<file path="config.mk">
export PLATFORM = sky130hd
export DESIGN_NAME = sha256_gen_padded
export DESIGN_NICKNAME = d
export VERILOG_FILES = /design/src/rtl/sha256_gen_padded.sv
export SDC_FILE = /design/constraint.sdc
export NUM_CORES = 1
export LEC_CHECK = 0
export BUFFER_PORTS_ARGS = -buffer_cell sky130_fd_sc_hd__clkbuf_2
export CAP_MARGIN = 15
export CORE_AREA = 2 2 296 328
export DETAILED_ROUTE_END_ITERATION = 8
export DIE_AREA = 0 0 298 330
export SLEW_MARGIN = 20
export SYNTH_ARGS = -nofsm -noshare
export SYNTH_HDL_FRONTEND = slang
export SYNTH_SLANG_ARGS = --single-unit
export TNS_END_PERCENT = 20
</file>
<file path="constraint.sdc">
create_clock -name clock -period 3.1 [get_ports clock]
set_input_delay 0.62 -clock clock [delete_from_list [all_inputs] [get_ports clock]]
set_output_delay 0.62 -clock clock [all_outputs]
set_load 0.005 [all_outputs]
</file>
<file path="src/rtl/sha256_gen_padded.sv">
// rtl/sha256_gen_padded.sv - SHA-256 single-block padder fed from a synchronous message SRAM
//
// Purpose: on main_go_sig, fetches L = min(msg_len, MAX_MESSAGE_LENGTH) bytes from the
// message SRAM and builds the 512-bit padded block. The block holds the message bytes,
// then 0x80, then zero fill, then the 64-bit big-endian bit length.
// Ports:
//   clock              system clock, rising edge
//   reset              asynchronous active-low reset
//   main_go_sig        start request (accepted in IDLE or DONE)
//   msg_len            message length in bytes, latched on an accepted go
//   msg_mem_data       SRAM read data (valid one edge after an enabled read)
//   regop_msg_mem_en   SRAM read enable
//   regop_msg_mem_addr SRAM byte address
//   regop_pad_reg      padded block, byte lane i at [511-8i -: 8]
//   regop_pad_rdy      block valid level, high in DONE
module sha256_gen_padded #(
  parameter int MAX_MESSAGE_LENGTH = 55,
  parameter int SYMBOL_WIDTH       = 8,
  localparam int AW                = $clog2(MAX_MESSAGE_LENGTH)
) (
  input  logic                    clock,
  input  logic                    reset,
  input  logic                    main_go_sig,
  input  logic [AW-1:0]           msg_len,
  input  logic [SYMBOL_WIDTH-1:0] msg_mem_data,
  output logic                    regop_msg_mem_en,
  output logic [AW-1:0]           regop_msg_mem_addr,
  output logic [511:0]            regop_pad_reg,
  output logic                    regop_pad_rdy
);

  typedef enum logic [1:0] {
    IDLE  = 2'd0,
    FETCH = 2'd1,
    DONE  = 2'd2
  } state_t;

  state_t        state;
  logic [AW-1:0] len_q;      // latched message length
  logic [AW-1:0] cap_idx;    // index of the next byte to capture
  logic          rd_vld;     // SRAM performed a read on the previous edge

  logic [AW-1:0] len_clamp;
  logic [63:0]   len_field;
  logic [AW-1:0] pad_lane;
  logic [9:0]    cap_pos;
  logic [9:0]    pad_pos;

  always_comb begin
    len_clamp = msg_len;
    if (msg_len > AW'(MAX_MESSAGE_LENGTH)) begin
      len_clamp = AW'(MAX_MESSAGE_LENGTH);
    end
  end

  assign len_field = {{(61-AW){1'b0}}, len_clamp, 3'b000};
  // The 0x80 marker follows the last captured byte, so it lands in lane cap_idx+1.
  assign pad_lane  = cap_idx + 1'b1;
  assign cap_pos   = 10'd511 - {{(7-AW){1'b0}}, cap_idx, 3'b000};
  assign pad_pos   = 10'd511 - {{(7-AW){1'b0}}, pad_lane, 3'b000};

  always_ff @(posedge clock or negedge reset) begin
    if (!reset) begin
      state              <= IDLE;
      len_q              <= '0;
      cap_idx            <= '0;
      rd_vld             <= 1'b0;
      regop_msg_mem_en   <= 1'b0;
      regop_msg_mem_addr <= '0;
      regop_pad_reg      <= '0;
      regop_pad_rdy      <= 1'b0;
    end else begin
      // The SRAM returns data one edge after an enabled read, so the capture
      // qualifier is simply the enable delayed by one edge.
      rd_vld <= regop_msg_mem_en;

      case (state)
        IDLE, DONE: begin
          if (main_go_sig) begin
            len_q         <= len_clamp;
            cap_idx       <= '0;
            regop_pad_rdy <= 1'b0;
            if (len_clamp == '0) begin
              regop_pad_reg <= {8'h80, 440'b0, len_field};
              regop_pad_rdy <= 1'b1;
              state         <= DONE;
            end else begin
              regop_pad_reg      <= {448'b0, len_field};
              regop_msg_mem_en   <= 1'b1;
              regop_msg_mem_addr <= '0;
              state              <= FETCH;
            end
          end
        end

        FETCH: begin
          // Address issue runs ahead of capture by two edges.
          if (regop_msg_mem_en) begin
            if (regop_msg_mem_addr == len_q - 1'b1) begin
              regop_msg_mem_en   <= 1'b0;
              regop_msg_mem_addr <= '0;
            end else begin
              regop_msg_mem_addr <= regop_msg_mem_addr + 1'b1;
            end
          end

          if (rd_vld) begin
            regop_pad_reg[cap_pos -: SYMBOL_WIDTH] <= msg_mem_data;
            cap_idx <= cap_idx + 1'b1;
            if (cap_idx == len_q - 1'b1) begin
              regop_pad_reg[pad_pos -: 8] <= 8'h80;
              regop_pad_rdy               <= 1'b1;
              state                       <= DONE;
            end
          end
        end

        default: state <= IDLE;
      endcase
    end
  end

endmodule

</file>
==> results.md <==
* Total core area at 95000 sq um
* N_diodes at 0
* Clock Skew at 0.0373 ns
* Cell leakage power at 14.4 nW
* IO Count at 537
* DRC at 0
* Cell Pwr Density at 838 nW/um^2
* Unrepaired setup endpoints after global routing: true
* Via density at 5.34
* Sequential share of the synthesized area at 56.7%
* Die H at 330 um
* IO buf count at 536
* Routed vias at 22.0k
* Hold_sp: main_go_sig
* Flop-to-flop setup slack at -0.03 ns
* Clock latency at the later pin of the worst-skew pair at 0.66 ns
* Worst R2R Start: len_q[1]$_DFFE_PN0P_
* Cell taking the most area after synthesis: dfrtp_1
* Wire per inst at 26.7 um
* H-tree depth at 2
* Maxcap violations at 0
* DRT Pass-1 Iters at 6
* Final Cycle Share at 101%
* Crit path required time at 3.60 ns
* Die Footprint at 98300 sq um
* Status: finished, violations left
* Post-synthesis simple-gate area fraction at 11.8%
* Antenna violations before repair at 0
* Measured slew at the worst slew-check pin at 0.929 ns
* Clk sinks at 535
* Post-synthesis compound-gate area fraction at 27.4%
* Share of cells above drive strength 1 at 33.4%
* Crit Path Class: register to register
* R2r endpoint: regop_pad_reg[422]$_DFFE_PN0P_
* Largest register FFs at 512
* GRT Overall Usage at 21.6%
* DRT Wirelength at 110000 um
* Post-CTS Setup Bufs at 0
* Clk pin slew, worst setup/hold paths at 0.06 ns
* # setup viols final at 7
* Area delta synth->final at 33.6%
* Most used DFF post-synth: dfrtp_1
* #FFs+latches synth at 535
* TritonCTS Buffers at 59
* Crit path DAT at 3.64 ns
* Antenna-violating nets left at 0
* CP endpoint: regop_pad_reg[422]$_DFFE_PN0P_
* Net Count, Synth at 2119
* Failing checks: setup timing
* Post-synth EDFFs at 0
* Final WS setup at -0.0345 ns
* Die width at 298 um
* Vias in the first global route at 21.6k
* Largest net degree at the start of global routing at 93
* FMAX at 319 MHz
* Setup crit start: len_q[1]$_DFFE_PN0P_
* Max-slew violations at 0
* Grt total ovfl at 0
* First-pass GRT wire length at 157000 um
* Ys Warns at 0
* Xor and xnor fraction of the mapped netlist area at 0.811%
* Gpl congestion at 0.960
* Synth Area in Adders at 0.477%
* Root buf cell: clkbuf_16
* Slew margin rel. at 37.8%
* Synth top area cells: dfrtp_1 (57%), o2bb2ai_1 (9.9%), a22o_1 (5.5%), nand2_1 (3.0%), nor2_1 (2.5%)
* Critical Path Fanout Max at 8
* Final Cell Area at 31500 sq um
* DRT iter0 DRCs at 1953
* Area share of the largest cell type after synthesis at 56.7%
* Distinct cells, synth at 84
* Worst setup SP type: register
* Nets at 2827
* Synth Area per Inst at 11.3 sq um
* Final hold violations at 0
* Mux contribution to synthesized area at 0.414%
* Largest family of logic cells by synthesized area: compound AO/OA/AOI/OAI gates
* CTS tree: done
* CTS Buffer Depth at 3
* Min Tclk post-route at 3.13 ns
* Hold WS at 0.359 ns
* Dpl hpwl at 83500 um
* Syn Inst Count at 2093
* Post-Syn Area at 23600 sq um
* Ys async rst share at 100%
* Dpl cell area at 29400 sq um
* Critical Path End Type: register
* VDD IR max at 0.579 mV
* Worst min path class: primary input to register
* Reg2reg path depth at 10
* Cell Rows at 119
* Starting Density at 24.8%
* Setup TNS at -0.150 ns
through the flow:
stage                     cells  setup slack [ns]  util, %  power [W]
after global routing       4121           -0.0945     33.2     0.0275
after CTS                  4121            0.0425     33.1     0.0263
after detailed placement   4009           -0.0244     30.9     0.0188
after global placement     4009           -0.0683     30.9     0.0188
final                      4121           -0.0345     33.2     0.0264
after floorplan            2093             0.206        -     0.0135
timing repair:
| action | in CTS | in global routing |
|---|---|---|
| endpoints found under the setup margin | 7 | 105 |
| resized for setup | 1 | 12 |
| hold endpoints to repair | 38 | 0 |
| cloned | 0 | 0 |
| hold buffers | 1 | 0 |
metal layers:
| layer | global-route usage (%) | up-vias | wire (um) |
|---|---|---|---|
| met4 | 8.79 | 0 | 4790 |
| met5 | 0 | - | 0 |
| li1 | - | 9549 | - |
| met2 | 35.1 | 1072 | 51500 |
| met1 | 27.1 | 11200 | 43700 |
| met3 | 6.18 | 217 | 10000 |
worst max-delay path: stages (launching register included):
cell and delay, ns:
dfrtp_1 0.38, inv_1 0.09, ha_1 0.22, xor3_1 0.30
nor3_4 0.31, buf_4 0.26, nand4_1 0.30, o41ai_1 0.54
buf_4 0.21, o21ai_1 0.19, o2bb2ai_1 0.20
worst min-delay path by stage:
| stage | to | cells after the start | slack (ns) |
|---|---|---|---|
| 6_report | state[1]$_DFFE_PN0P_ | 3 | 0.36 |
| 5_1_grt | len_q[4]$_DFFE_PN0P_ | 3 | 0.35 |
| 4_1_cts | state[1]$_DFFE_PN0P_ | 3 | 0.32 |
| 3_5_place_dp | regop_pad_reg[4]$_DFFE_PN0P_ | 1 | 0.47 |
| 3_3_place_gp | regop_pad_reg[4]$_DFFE_PN0P_ | 1 | 0.47 |
| 2_1_floorplan | cap_idx[0]$_DFFE_PN0P_ | 0 | 0.32 |
power breakdown:
group          internal, W  switching (W)
Sequential         0.00739       0.000363
Combinational      0.00327        0.00798
Clock              0.00430        0.00312
cells in the mapped netlist (all sizes together) (19+ instances only):
cell,n
a32o,30
buf,22
o2bb2ai,268
nor3,70
clkbuf,101
a22o,148
a21oi,59
a211oi,24
o211ai,19
dfrtp,535
inv,21
o31ai,29
nand3,59
o21ai,100
nand2,188
nor4,26
nor2,162
cells by family (layout without fill, tap and decap cells):
kind of cell               Yosys count  count (layout)
adders and majority gates            9               9
buffers and inverters              144             902
xor gates and xnor gates            17              17
and+or+nand+nor                    583             583
DFF                                535             535
AOI/OAI and AO/OA                  796             796
muxes                                9               9
cell type report:
class | instances | area (sq um)
tap | 1270 | 1590
fill | 9770 | 63500
clock buffer | 80 | 1680
multi-input combinational | 1414 | 9750
inverter | 21 | 78.8
timing repair buffer | 770 | 4670
clock inverter | 31 | 357
sequential | 535 | 13400
cells in the final DEF (no fill, tap or decap), drive strengths merged, types with 26 or more instances in the layout:
master   instances
nor2           162
o21ai          100
nor4            26
clkbuf         615
a22o           148
a32o            30
nand2          188
o2bb2ai        268
nand3           59
nor3            70
o31ai           29
a21oi           59
buf            234
dfrtp          535
No activity file was read; power rests on OpenSTA's default activity.
